===== src/rtl/lshifdn_rx.sv =====
// lshifdn_rx: receive side of the 5V -> 3.3V level-shift crossing.
// Synchronises the down-shifted data and the far-domain power-good,
// glitch-filters each data bit, flags edges, and clamps the outputs
// while the far domain is unpowered or still settling.
//
// Handshake note: this block has no valid/ready pair. READY simply
// reports that the isolation FSM is in PASS, i.e. Y is live data; ISO
// is its complement and says Y is held at CLAMP_VAL.
module lshifdn_rx #(
  parameter int              WIDTH         = 4,
  parameter int              SYNC_STAGES   = 2,
  parameter int              SETTLE_CYCLES = 8,
  parameter int              FILT_CYCLES   = 3,
  parameter logic [WIDTH-1:0] CLAMP_VAL    = '0
) (
  input  logic             CLK,
  input  logic             RST,
  input  logic [WIDTH-1:0] A,
  input  logic             PWRGD,
  output logic [WIDTH-1:0] Y,
  output logic [WIDTH-1:0] RISE,
  output logic [WIDTH-1:0] FALL,
  output logic             ISO,
  output logic             READY,
  output logic [1:0]       dbg_state
);

  localparam int CW = $clog2(FILT_CYCLES + 1);
  localparam int SW = (SETTLE_CYCLES > 1) ? $clog2(SETTLE_CYCLES) : 1;

  typedef enum logic [1:0] {
    S_CLAMP  = 2'd0,
    S_SETTLE = 2'd1,
    S_PASS   = 2'd2
  } state_t;

  state_t           state;
  logic [SW-1:0]    settle_cnt;
  logic [CW-1:0]    cnt [WIDTH];

  logic [WIDTH-1:0] a_sync [SYNC_STAGES];
  logic [SYNC_STAGES-1:0] pg_sync;
  logic [WIDTH-1:0] a_s;
  logic             pg_s;

  assign a_s  = a_sync[SYNC_STAGES-1];
  assign pg_s = pg_sync[SYNC_STAGES-1];

  // Flop chains bringing A and PWRGD into the CLK domain; nothing else
  // looks at the raw asynchronous inputs.
  always_ff @(posedge CLK) begin
    if (RST) begin
      for (int s = 0; s < SYNC_STAGES; s++) a_sync[s] <= '0;
      pg_sync <= '0;
    end else begin
      a_sync[0] <= A;
      for (int s = 1; s < SYNC_STAGES; s++) a_sync[s] <= a_sync[s-1];
      pg_sync <= {pg_sync[SYNC_STAGES-2:0], PWRGD};
    end
  end

  // Isolation FSM plus per-bit filter; all outputs are registered here.
  // Loss of power-good always wins over a filter update in the same cycle.
  always_ff @(posedge CLK) begin
    if (RST) begin
      state      <= S_CLAMP;
      settle_cnt <= '0;
      Y          <= CLAMP_VAL;
      RISE       <= '0;
      FALL       <= '0;
      for (int i = 0; i < WIDTH; i++) cnt[i] <= '0;
    end else begin
      RISE <= '0;
      FALL <= '0;
      case (state)
        S_CLAMP: begin
          Y <= CLAMP_VAL;
          for (int i = 0; i < WIDTH; i++) cnt[i] <= '0;
          if (pg_s) begin
            state      <= S_SETTLE;
            settle_cnt <= SW'(SETTLE_CYCLES - 1);
          end
        end
        S_SETTLE: begin
          Y <= CLAMP_VAL;
          for (int i = 0; i < WIDTH; i++) cnt[i] <= '0;
          if (!pg_s) begin
            state <= S_CLAMP;
          end else if (settle_cnt == '0) begin
            // Release: Y takes the synchronised data directly, no edge pulses.
            state <= S_PASS;
            Y     <= a_s;
          end else begin
            settle_cnt <= settle_cnt - SW'(1);
          end
        end
        S_PASS: begin
          if (!pg_s) begin
            state <= S_CLAMP;
            Y     <= CLAMP_VAL;
            for (int i = 0; i < WIDTH; i++) cnt[i] <= '0;
          end else begin
            for (int i = 0; i < WIDTH; i++) begin
              if (a_s[i] != Y[i]) begin
                if (cnt[i] == CW'(FILT_CYCLES - 1)) begin
                  // Mismatch persisted long enough: accept the new level.
                  Y[i]    <= a_s[i];
                  cnt[i]  <= '0;
                  RISE[i] <= a_s[i];
                  FALL[i] <= ~a_s[i];
                end else begin
                  cnt[i] <= cnt[i] + CW'(1);
                end
              end else begin
                cnt[i] <= '0;
              end
            end
          end
        end
        default: begin
          state <= S_CLAMP;
          Y     <= CLAMP_VAL;
          for (int i = 0; i < WIDTH; i++) cnt[i] <= '0;
        end
      endcase
    end
  end

  assign ISO       = (state != S_PASS);
  assign READY     = (state == S_PASS);
  assign dbg_state = state;

endmodule

===== config.mk =====
export PLATFORM = sky130hd
export DESIGN_NAME = lshifdn_rx
export DESIGN_NICKNAME = d
export VERILOG_FILES = /design/src/rtl/lshifdn_rx.sv
export SDC_FILE = /design/constraint.sdc
export NUM_CORES = 1
export LEC_CHECK = 0
export ABC_CLOCK_PERIOD_IN_PS = 3800
export BUFFER_PORTS_ARGS = -buffer_cell sky130_fd_sc_hd__buf_2
export CORE_ASPECT_RATIO = 1.25
export CORE_MARGIN = 1
export CORE_UTILIZATION = 39
export CTS_BUF_LIST = sky130_fd_sc_hd__clkbuf_4
export DETAILED_ROUTE_END_ITERATION = 10
export MAX_ROUTING_LAYER = met4
export SETUP_SLACK_MARGIN = 0.15
export SYNTH_ARGS = -nofsm -noshare
export SYNTH_HDL_FRONTEND = slang
export SYNTH_SLANG_ARGS = --single-unit

===== constraint.sdc =====
create_clock -name CLK -period 3.8 [get_ports CLK]
set_input_delay 0.38 -clock CLK [delete_from_list [all_inputs] [get_ports CLK]]
set_output_delay 0.38 -clock CLK [all_outputs]
set_load 0.01 [all_outputs]

==> impl_metrics.json, run 1 <==
{
  "run_status": "complete, no violations",
  "finalSetupViolations": 0,
  "detailed_place_hpwl_mm": 2.23,
  "post_cts_resize_count": 0,
  "cts_tree": "done",
  "netlist_top_cells_count": "sky130_fd_sc_hd__dfxtp_1, sky130_fd_sc_hd__a21oi_1, sky130_fd_sc_hd__nor2_1",
  "synth-async-reset-ratio_pct": 0,
  "setup.worst_path.end_class": "register",
  "timing.critical_path.slowest_stage_cell": "sky130_fd_sc_hd__or4_1",
  "yosys.area.top_type": "sky130_fd_sc_hd__dfxtp_1",
  "synth_most_common_cell": "sky130_fd_sc_hd__dfxtp_1",
  "synth_nets": 185,
  "postSynth.topFlopCell": "sky130_fd_sc_hd__dfxtp_1",
  "synth-warning-count": 0,
  "routabilityCongestion": 0.803,
  "grt_max_degree": 28,
  "post_drt_wl_per_cell_um": 12.1,
  "mappedNetlistArea_um2": 1560,
  "fill_count": 393,
  "clock-root-buffer": "sky130_fd_sc_hd__clkbuf_4",
  "syn_avg_cell_area_um2": 9.31,
  "tightest_slew_ps": 463,
  "finish.net_count": 206,
  "grt_util_all_layers_pct": 16.0,
  "drv_cap": 0,
  "timing.slew.headroom_pct": 69.2,
  "worst-r2r-cell-count": 4,
  "rr_startpoint": "dbg_state[1]",
  "setup_repair_after_global_routing_missed_its_margin": "no",
  "portBuffers": 22,
  "totalWireLength_mm": 2.96,
  "leakage_nw": 0.748,
  "syn-instance-count": 168,
  "synth_largest_type_area_fraction_pct": 42.2,
  "first_global_vias": 1102,
  "post_cts_hold_buffer_count": 0,
  "final_antenna_net_count": 0,
  "area.growth.synth_to_final_pct": 13.5,
  "die_area_um2": 4270,
  "power.ir.vdd_worst_uv": 172,
  "dieWidth_um": 58.6,
  "crit_fanout": 13,
  "clkTransAtPathRegs_ps": 100,
  "fin_worst_skew_ps": 4.19,
  "cts_buffer_depth": 2,
  "dr.pass1.iters": 4,
  "num_rows": 25,
  "worstPathCellList": "ha_1 -> nand3b_1 -> or4_1 -> nor2_1",
  "die-height_um": 72.8,
  "drcViolationCount": 0,
  "startpoint_of_the_worst_setup_timing_path": "dbg_state[1]",
  "num_antenna_cells": 0,
  "numClockSinks": 35,
  "hold_path_startpoint": "A[3]",
  "number_of_synthesized_flops_with_an_enable_pin": 2,
  "cts-buffers-inserted": 5,
  "portion_of_the_post_synthesis_area_used_by_sequential_elements_pct": 46.1,
  "num_io_pins": 23,
  "hold-path-cell-count": 2,
  "critPathLaunchType": "register",
  "grt_first_pass_wirelength_mm": 4.91,
  "synth_cell_types": 39,
  "initial_antenna_violation_count": 0,
  "timing_hold_violations_final": 0,
  "holdCritPathClass": "in -> reg",
  "fin_total_pwr_mw": 0.685,
  "detail_route.iter0.violations": 32,
  "cts_setup_buffers": 0,
  "criticalPathCategory": "reg -> reg",
  "worst_skew_pair.late_latency_ps": 340,
  "flip_flop_and_latch_count_after_synthesis": 35,
  "slowest_delay_ps": 560,
  "floorplan.core_area_um2": 3820,
  "totalNegativeSetupSlack_ps": 0,
  "post_layout_min_period_ps": 2040,
  "via_per_inst": 5.06,
  "ys_top_cells_by_area": "sky130_fd_sc_hd__dfxtp_1, sky130_fd_sc_hd__ha_1, sky130_fd_sc_hd__a21oi_1, sky130_fd_sc_hd__nor2b_1, sky130_fd_sc_hd__edfxtp_1",
  "power_density_nw_per_um2": 386,
  "via_count": 1235,
  "h_tree_level_count": 2,
  "final-max-slew-violation-count": 0,
  "start_util_pct": 41.0,
  "required_ps": 4000,
  "worst_ep_arrival_time_ps": 2240,
  "max_clock_freq_mhz": 489,
  "grt-ovfl-total": 0,
  "final.period_utilization_pct": 53.8,
  "post_route_cells_drive_above_1_share_pct": 16.8
}
==> sequential cells by signal, indices dropped and copies added (netlist names) <==
register	flops
Y	4
FALL	4
cnt	8
RISE	4
a_sync	8
settle_cnt	3
dbg_state	2
pg_sync	2
==> stage by stage <==
step                setup slack, ps  hold WS (ps)  instance area [µm²]  util (%)  cells
finish                         1760           241                 1780      46.5    244
global route                   1640           224                 1780      46.5    244
CTS                            1780           226                 1780      46.5    244
detailed placement             1810           425                 1700      44.5    236
global placement               1950           416                 1700      44.5    236
floorplan                      1990           414                 1560         -    168
==> cells in the final DEF (no fill, tap or decap), types with 2 or more instances in the layout <==
cell type / instances
sky130_fd_sc_hd__nand2b_1: 3
sky130_fd_sc_hd__and4b_1: 4
sky130_fd_sc_hd__ha_1: 10
sky130_fd_sc_hd__nand3b_1: 3
sky130_fd_sc_hd__mux2i_1: 2
sky130_fd_sc_hd__nor2b_1: 10
sky130_fd_sc_hd__nor3_1: 4
sky130_fd_sc_hd__nor2_1: 15
sky130_fd_sc_hd__inv_1: 13
sky130_fd_sc_hd__nand2_1: 6
sky130_fd_sc_hd__dfxtp_1: 33
sky130_fd_sc_hd__a211oi_1: 2
sky130_fd_sc_hd__o211ai_1: 3
sky130_fd_sc_hd__o21ai_1: 2
sky130_fd_sc_hd__nand3_1: 7
sky130_fd_sc_hd__clkbuf_4: 5
sky130_fd_sc_hd__xnor2_1: 3
sky130_fd_sc_hd__buf_2: 22
sky130_fd_sc_hd__and3b_1: 2
sky130_fd_sc_hd__nor4_1: 5
sky130_fd_sc_hd__a21oi_1: 15
sky130_fd_sc_hd__edfxtp_1: 2
==> layer usage <==
| layer | vias to the layer above | part of all wire, % | wire, µm | track usage, % |
|---|---|---|---|---|
| li1 | 624 | - | - | - |
| met1 | 578 | 44 | 1300 | 18.0 |
| met2 | 28 | 51 | 1500 | 25.3 |
| met3 | 5 | 4.1 | 123 | 5.50 |
| met4 | 0 | 1.6 | 46 | 7.41 |
| met5 | - | 0 | 0 | - |
==> path summary, 6_finish.rpt <==
| kind | slack [ps] | to |
|---|---|---|
| worst max-delay path | 1760 | cnt[1][1] |
| worst min-delay path | 240 | a_sync[0][3] |
| worst max register to register | 1760 | cnt[1][1] |
| worst min register to register | 450 | a_sync[0][5] |
==> final cells by class <==
cell class / count / area [µm²] / share of cell area (%)
well taps: 54 / 67.6 / 3.81
flip-flops and latches: 35 / 721 / 40.6
inverters: 14 / 52.6 / 2.96
repair buffers: 22 / 110 / 6.20
clock inverters: 3 / 38.8 / 2.18
clock buffers: 5 / 37.5 / 2.11
multi-input cells: 111 / 748 / 42.1
==> worst max-delay path, delay by kind of cell, from the launching register on <==
kind	cells	cell delay, ps
adders and majority gates	1	460
DFF	1	440
and+or+nand+nor	3	1010
==> kinds of logic (layout without fill, tap and decap cells) <==
kind of cell / after synthesis / in the layout / synth area share (%)
adders and majority gates: 10 / 10 / 8.00
AOI/OAI and AO/OA: 30 / 30 / 12.2
DFF: 35 / 35 / 46.1
buffers and inverters: 22 / 44 / 6.08
and+or+nand+nor: 64 / 64 / 23.1
xor gates and xnor gates: 5 / 5 / 3.28
muxes: 2 / 2 / 1.28
==> power breakdown <==
part	switching (mW)	internal (mW)	leakage [nW]
Clock	0.124	0.135	0.0426
Sequential	0.00674	0.378	0.293
Combinational	0.0238	0.0172	0.413
(Power assumes the default switching activity.)
==> inputs of run 2 (changes only) <==
Settings changed: ABC_CLOCK_PERIOD_IN_PS 3800 to 2100.
Clock period 3.8 ns to 2.1 ns, I/O delays scaled along.
==> impl_metrics.json, run 2 (synthesized netlist as in run 1, its figures left out) <==
{
  "totalNegativeSetupSlack_ps": 0,
  "run_status": "complete, no violations",
  "post_route_cells_drive_above_1_share_pct": 19.1,
  "worst_ep_arrival_time_ps": 1890,
  "timing.slew.headroom_pct": 67.2,
  "tightest_slew_ps": 488,
  "h_tree_level_count": 2,
  "post_cts_hold_buffer_count": 0,
  "clock-root-buffer": "sky130_fd_sc_hd__clkbuf_4",
  "grt_first_pass_wirelength_mm": 4.97,
  "numPlacedInstances": 240,
  "hold-path-cell-count": 2,
  "seq_area_um2": 721,
  "fin_worst_hold_slack_ps": 77.6,
  "cts_buffer_depth": 2,
  "timing_hold_violations_final": 0,
  "num_io_pins": 23,
  "totalWireLength_mm": 3.00,
  "drcViolationCount": 0,
  "setup_repair_after_global_routing_missed_its_margin": "no",
  "finalSetupViolations": 0,
  "worst_r2r_endpoint": "cnt[1][1]",
  "dr.pass1.iters": 4,
  "final-max-slew-violation-count": 0,
  "fin_worst_skew_ps": 9.09,
  "post_drt_wl_per_cell_um": 12.1,
  "die-height_um": 72.8,
  "power.ir.vdd_worst_uv": 284,
  "floorplan.core_area_um2": 3820,
  "initial_antenna_violation_count": 0,
  "grt_max_degree": 25,
  "num_antenna_cells": 0,
  "final_antenna_net_count": 0,
  "final_util_pct": 46.8,
  "area.growth.synth_to_final_pct": 14.2,
  "start_util_pct": 41.0,
  "timing.hold.worst_endpoint": "pg_sync[0]",
  "cts_setup_buffers": 0,
  "dieWidth_um": 58.6,
  "crit_fanout": 7,
  "drv_cap": 0,
  "routabilityCongestion": 0.900,
  "largest_registers": "a_sync: 8 flops, cnt: 8 flops",
  "post_cts_resize_count": 0,
  "leakage_nw": 0.761,
  "setup.worst_path.end_class": "register",
  "first_global_vias": 1109,
  "cts-buffers-inserted": 5,
  "grt_util_all_layers_pct": 16.2,
  "via_per_inst": 4.99,
  "hold_path_startpoint": "PWRGD",
  "clkTransAtPathRegs_ps": 100,
  "ff2ff_setup_slack_ps": 280,
  "setup_ws_ps": 278,
  "final.period_utilization_pct": 86.8,
  "worst_skew_pair.late_latency_ps": 330,
  "max_clock_freq_mhz": 549,
  "combined_area_of_the_multi_input_logic_cells_um2": 748,
  "most_common_cell_after_layout_fill_and_taps_aside": "sky130_fd_sc_hd__dfxtp_1",
  "finalNonFillerCells": 248,
  "fill_count": 392,
  "grt-ovfl-total": 0,
  "portBuffers": 22,
  "detail_route.iter0.violations": 60,
  "holdCritPathClass": "in -> reg",
  "finish.net_count": 210,
  "critPathLaunchType": "register",
  "criticalPathCategory": "reg -> reg",
  "via_count": 1237,
  "die_area_um2": 4270,
  "required_ps": 2170,
  "numClockSinks": 35,
  "num_rows": 25,
  "most-common-layout-cells": "sky130_fd_sc_hd__dfxtp_1, sky130_fd_sc_hd__buf_2, sky130_fd_sc_hd__nor2_1, sky130_fd_sc_hd__a21oi_1, sky130_fd_sc_hd__inv_1",
  "post_layout_min_period_ps": 1820,
  "cts_tree": "done",
  "worst-r2r-cell-count": 4,
  "post-place-ws_ps": 264,
  "power_density_nw_per_um2": 635,
  "detailed_place_hpwl_mm": 2.23,
  "rr_startpoint": "dbg_state[1]"
}
[run 2: power breakdown]
| part | internal [mW] | leakage [nW] | switching [mW] |
|---|---|---|---|
| combinational | 0.0334 | 0.433 | 0.0449 |
| sequential | 0.684 | 0.293 | 0.0103 |
| clock | 0.156 | 0.0361 | 0.205 |
| total | 0.874 | 0.761 | 0.260 |
[run 2: critical path: stages (launching register included)]
cell and delay (ps):
sky130_fd_sc_hd__dfxtp_1 450, sky130_fd_sc_hd__ha_1 280, sky130_fd_sc_hd__and3b_1 330, sky130_fd_sc_hd__a31oi_1 110, sky130_fd_sc_hd__or3_1 390
[run 2: layer usage]
| metal | vias to the layer above | track usage [%] | routed length, µm |
|---|---|---|---|
| met5 | - | - | 0 |
| met4 | 0 | 11.1 | 73 |
| met3 | 7 | 3.90 | 89 |
| met2 | 27 | 24.6 | 1480 |
| met1 | 575 | 18.8 | 1360 |
| li1 | 628 | - | - |
[run 2: per-stage QoR]
step | total power, mW | instance area, µm²
after floorplan | 0.767 | 1560
after global placement | 0.784 | 1730
after detailed placement | 0.788 | 1730
after CTS | 1.15 | 1790
after global routing | 1.19 | 1790
final | 1.13 | 1790
[run 2: how the worst max path moves through the flow]
stage	depth (start not counted)	startpoint	end	slack, ps
2_1_floorplan	5	dbg_state[1]	cnt[1][0]	290
3_3_place_gp	4	dbg_state[1]	cnt[1][1]	420
3_5_place_dp	4	dbg_state[1]	cnt[1][0]	260
4_1_cts	4	dbg_state[1]	cnt[1][1]	270
5_1_grt	6	dbg_state[0]	cnt[0][0]	170
6_report	4	dbg_state[1]	cnt[1][1]	280
[run 2: area by class of cell]
cell class	instances	area share [%]
flip-flops and latches	35	40.3
clock buffers	7	2.94
multi-input cells	111	41.9
well taps	54	3.78
repair buffers	26	7.84
clock inverters	1	0.280
inverters	14	2.94
==> inputs of run 3 (changes only) <==
Settings changed: ABC_CLOCK_PERIOD_IN_PS 2100 to 1900.
Clock period 2.1 ns to 1.9 ns, I/O delays scaled along.
==> impl_metrics.json, run 3 (synthesized netlist as in run 1, its figures left out) <==
{
  "worst-r2r-cell-count": 6,
  "power_density_nw_per_um2": 684,
  "worst_ep_arrival_time_ps": 1950,
  "detailed_place_hpwl_mm": 2.16,
  "most_common_cell_after_layout_fill_and_taps_aside": "sky130_fd_sc_hd__dfxtp_1",
  "via_count": 1256,
  "holdCritPathClass": "in -> reg",
  "routabilityCongestion": 0.792,
  "cts_buffer_depth": 2,
  "setup.worst_path.end_class": "register",
  "detail_route.iter0.violations": 43,
  "grt_first_pass_wirelength_mm": 4.91,
  "tightest_slew_ps": 487,
  "placed_cell_area_um2": 1740,
  "most-common-layout-cells": "sky130_fd_sc_hd__dfxtp_1, sky130_fd_sc_hd__buf_2, sky130_fd_sc_hd__nor2_1, sky130_fd_sc_hd__a21oi_1, sky130_fd_sc_hd__inv_1",
  "final_antenna_net_count": 0,
  "clock-root-buffer": "sky130_fd_sc_hd__clkbuf_4",
  "rr_startpoint": "dbg_state[0]",
  "cts_tree": "done",
  "num_io_pins": 23,
  "cts_setup_buffers": 0,
  "final-max-slew-violation-count": 0,
  "ff2ff_setup_slack_ps": 230,
  "cts-buffers-inserted": 5,
  "num_antenna_cells": 0,
  "largest_registers": "a_sync: 8 flops, cnt: 8 flops",
  "drv_cap": 0,
  "num_rows": 25,
  "initial_antenna_violation_count": 0,
  "die_area_um2": 4270,
  "leakage_nw": 0.768,
  "finish.net_count": 211,
  "crit_fanout": 13,
  "setup_ws_ps": 229,
  "final.period_utilization_pct": 87.9,
  "drcViolationCount": 0,
  "timing_hold_violations_final": 0,
  "finish.instance_area_um2": 1830,
  "totalWireLength_mm": 2.94,
  "numClockSinks": 35,
  "setup_repair_after_global_routing_missed_its_margin": "yes",
  "first_global_vias": 1131,
  "fin_worst_hold_slack_ps": 57.5,
  "fin_worst_skew_ps": 11.8,
  "dieWidth_um": 58.6,
  "grt_max_degree": 24,
  "post-place-ws_ps": 53.3,
  "fill_count": 380,
  "totalNegativeSetupSlack_ps": 0,
  "area.growth.synth_to_final_pct": 16.7,
  "portBuffers": 22,
  "required_ps": 2180,
  "clkTransAtPathRegs_ps": 110,
  "worst_r2r_endpoint": "cnt[0][1]",
  "post_route_cells_drive_above_1_share_pct": 22.1,
  "timing.hold.worst_endpoint": "a_sync[0][1]",
  "h_tree_level_count": 2,
  "critPathLaunchType": "register",
  "dr.pass1.iters": 4,
  "via_per_inst": 5.04,
  "power.ir.vdd_worst_uv": 363,
  "hold-path-cell-count": 2,
  "post_drt_wl_per_cell_um": 11.8,
  "criticalPathCategory": "reg -> reg",
  "grt_util_all_layers_pct": 16.1,
  "timing.slew.headroom_pct": 67.2,
  "floorplan.core_area_um2": 3820,
  "grt-ovfl-total": 0,
  "max_clock_freq_mhz": 598,
  "finalSetupViolations": 0,
  "post_layout_min_period_ps": 1670,
  "hold_path_startpoint": "A[1]",
  "run_status": "complete, no violations",
  "worst_skew_pair.late_latency_ps": 340,
  "fin_total_pwr_mw": 1.25,
  "start_util_pct": 41.0,
  "die-height_um": 72.8
}
run 3: metal layers:
metal / share of wire [%] / wire (µm) / vias up / track usage (%)
met4: 2.0 / 60 / 0 / 7.14
met2: 49 / 1430 / 43 / 26.2
li1: - / - / 636 / -
met1: 44 / 1280 / 568 / 17.7
met5: 0 / 0 / - / -
met3: 5.8 / 170 / 9 / 5.67
run 3: through the flow:
step	std cells	utilization [%]
detailed placement	241	45.6
global placement	241	45.6
global route	249	47.8
finish	249	47.8
CTS	249	47.4
floorplan	168	-
run 3: area by class of cell:
| class | count | area [µm²] | area share (%) |
|---|---|---|---|
| Clock inverter | 2 | 8.76 | 0.480 |
| Sequential cell | 35 | 723 | 39.6 |
| Multi-Input combinational cell | 111 | 781 | 42.8 |
| Clock buffer | 6 | 45.0 | 2.47 |
| Tap cell | 54 | 67.6 | 3.70 |
| Inverter | 14 | 52.6 | 2.88 |
| Timing Repair Buffer | 27 | 148 | 8.09 |
run 3: how the worst max path moves through the flow:
stage | startpoint | to | slack (ps)
6_report | dbg_state[0] | cnt[0][1] | 230
5_1_grt | dbg_state[1] | Y[3] | 140
4_1_cts | dbg_state[0] | cnt[0][1] | 170
3_5_place_dp | dbg_state[0] | cnt[0][1] | 50
3_3_place_gp | dbg_state[0] | cnt[0][1] | 210
2_1_floorplan | dbg_state[0] | cnt[1][0] | 180
run 3: power breakdown:
group	internal (mW)	total (mW)	switching, mW
logic	0.0402	0.0927	0.0525
registers	0.756	0.768	0.0122
clock network	0.153	0.387	0.234
run 3: repair_timing:
| action | in CTS | in global routing |
|---|---|---|
| endpoints found under the hold margin | 0 | 0 |
| pin swaps | 0 | 0 |
| resized for setup | 3 | 3 |
| hold buffers | 0 | 0 |
| endpoints found under the setup margin | 3 | 7 |
run 3: critical path, cell delays in order (launching register included):
cell and delay (ps):
sky130_fd_sc_hd__dfxtp_2 360, sky130_fd_sc_hd__inv_1 130, sky130_fd_sc_hd__ha_4 230, sky130_fd_sc_hd__and2_2 250, sky130_fd_sc_hd__a311oi_4 130, sky130_fd_sc_hd__or3b_1 370
sky130_fd_sc_hd__a21oi_1 150
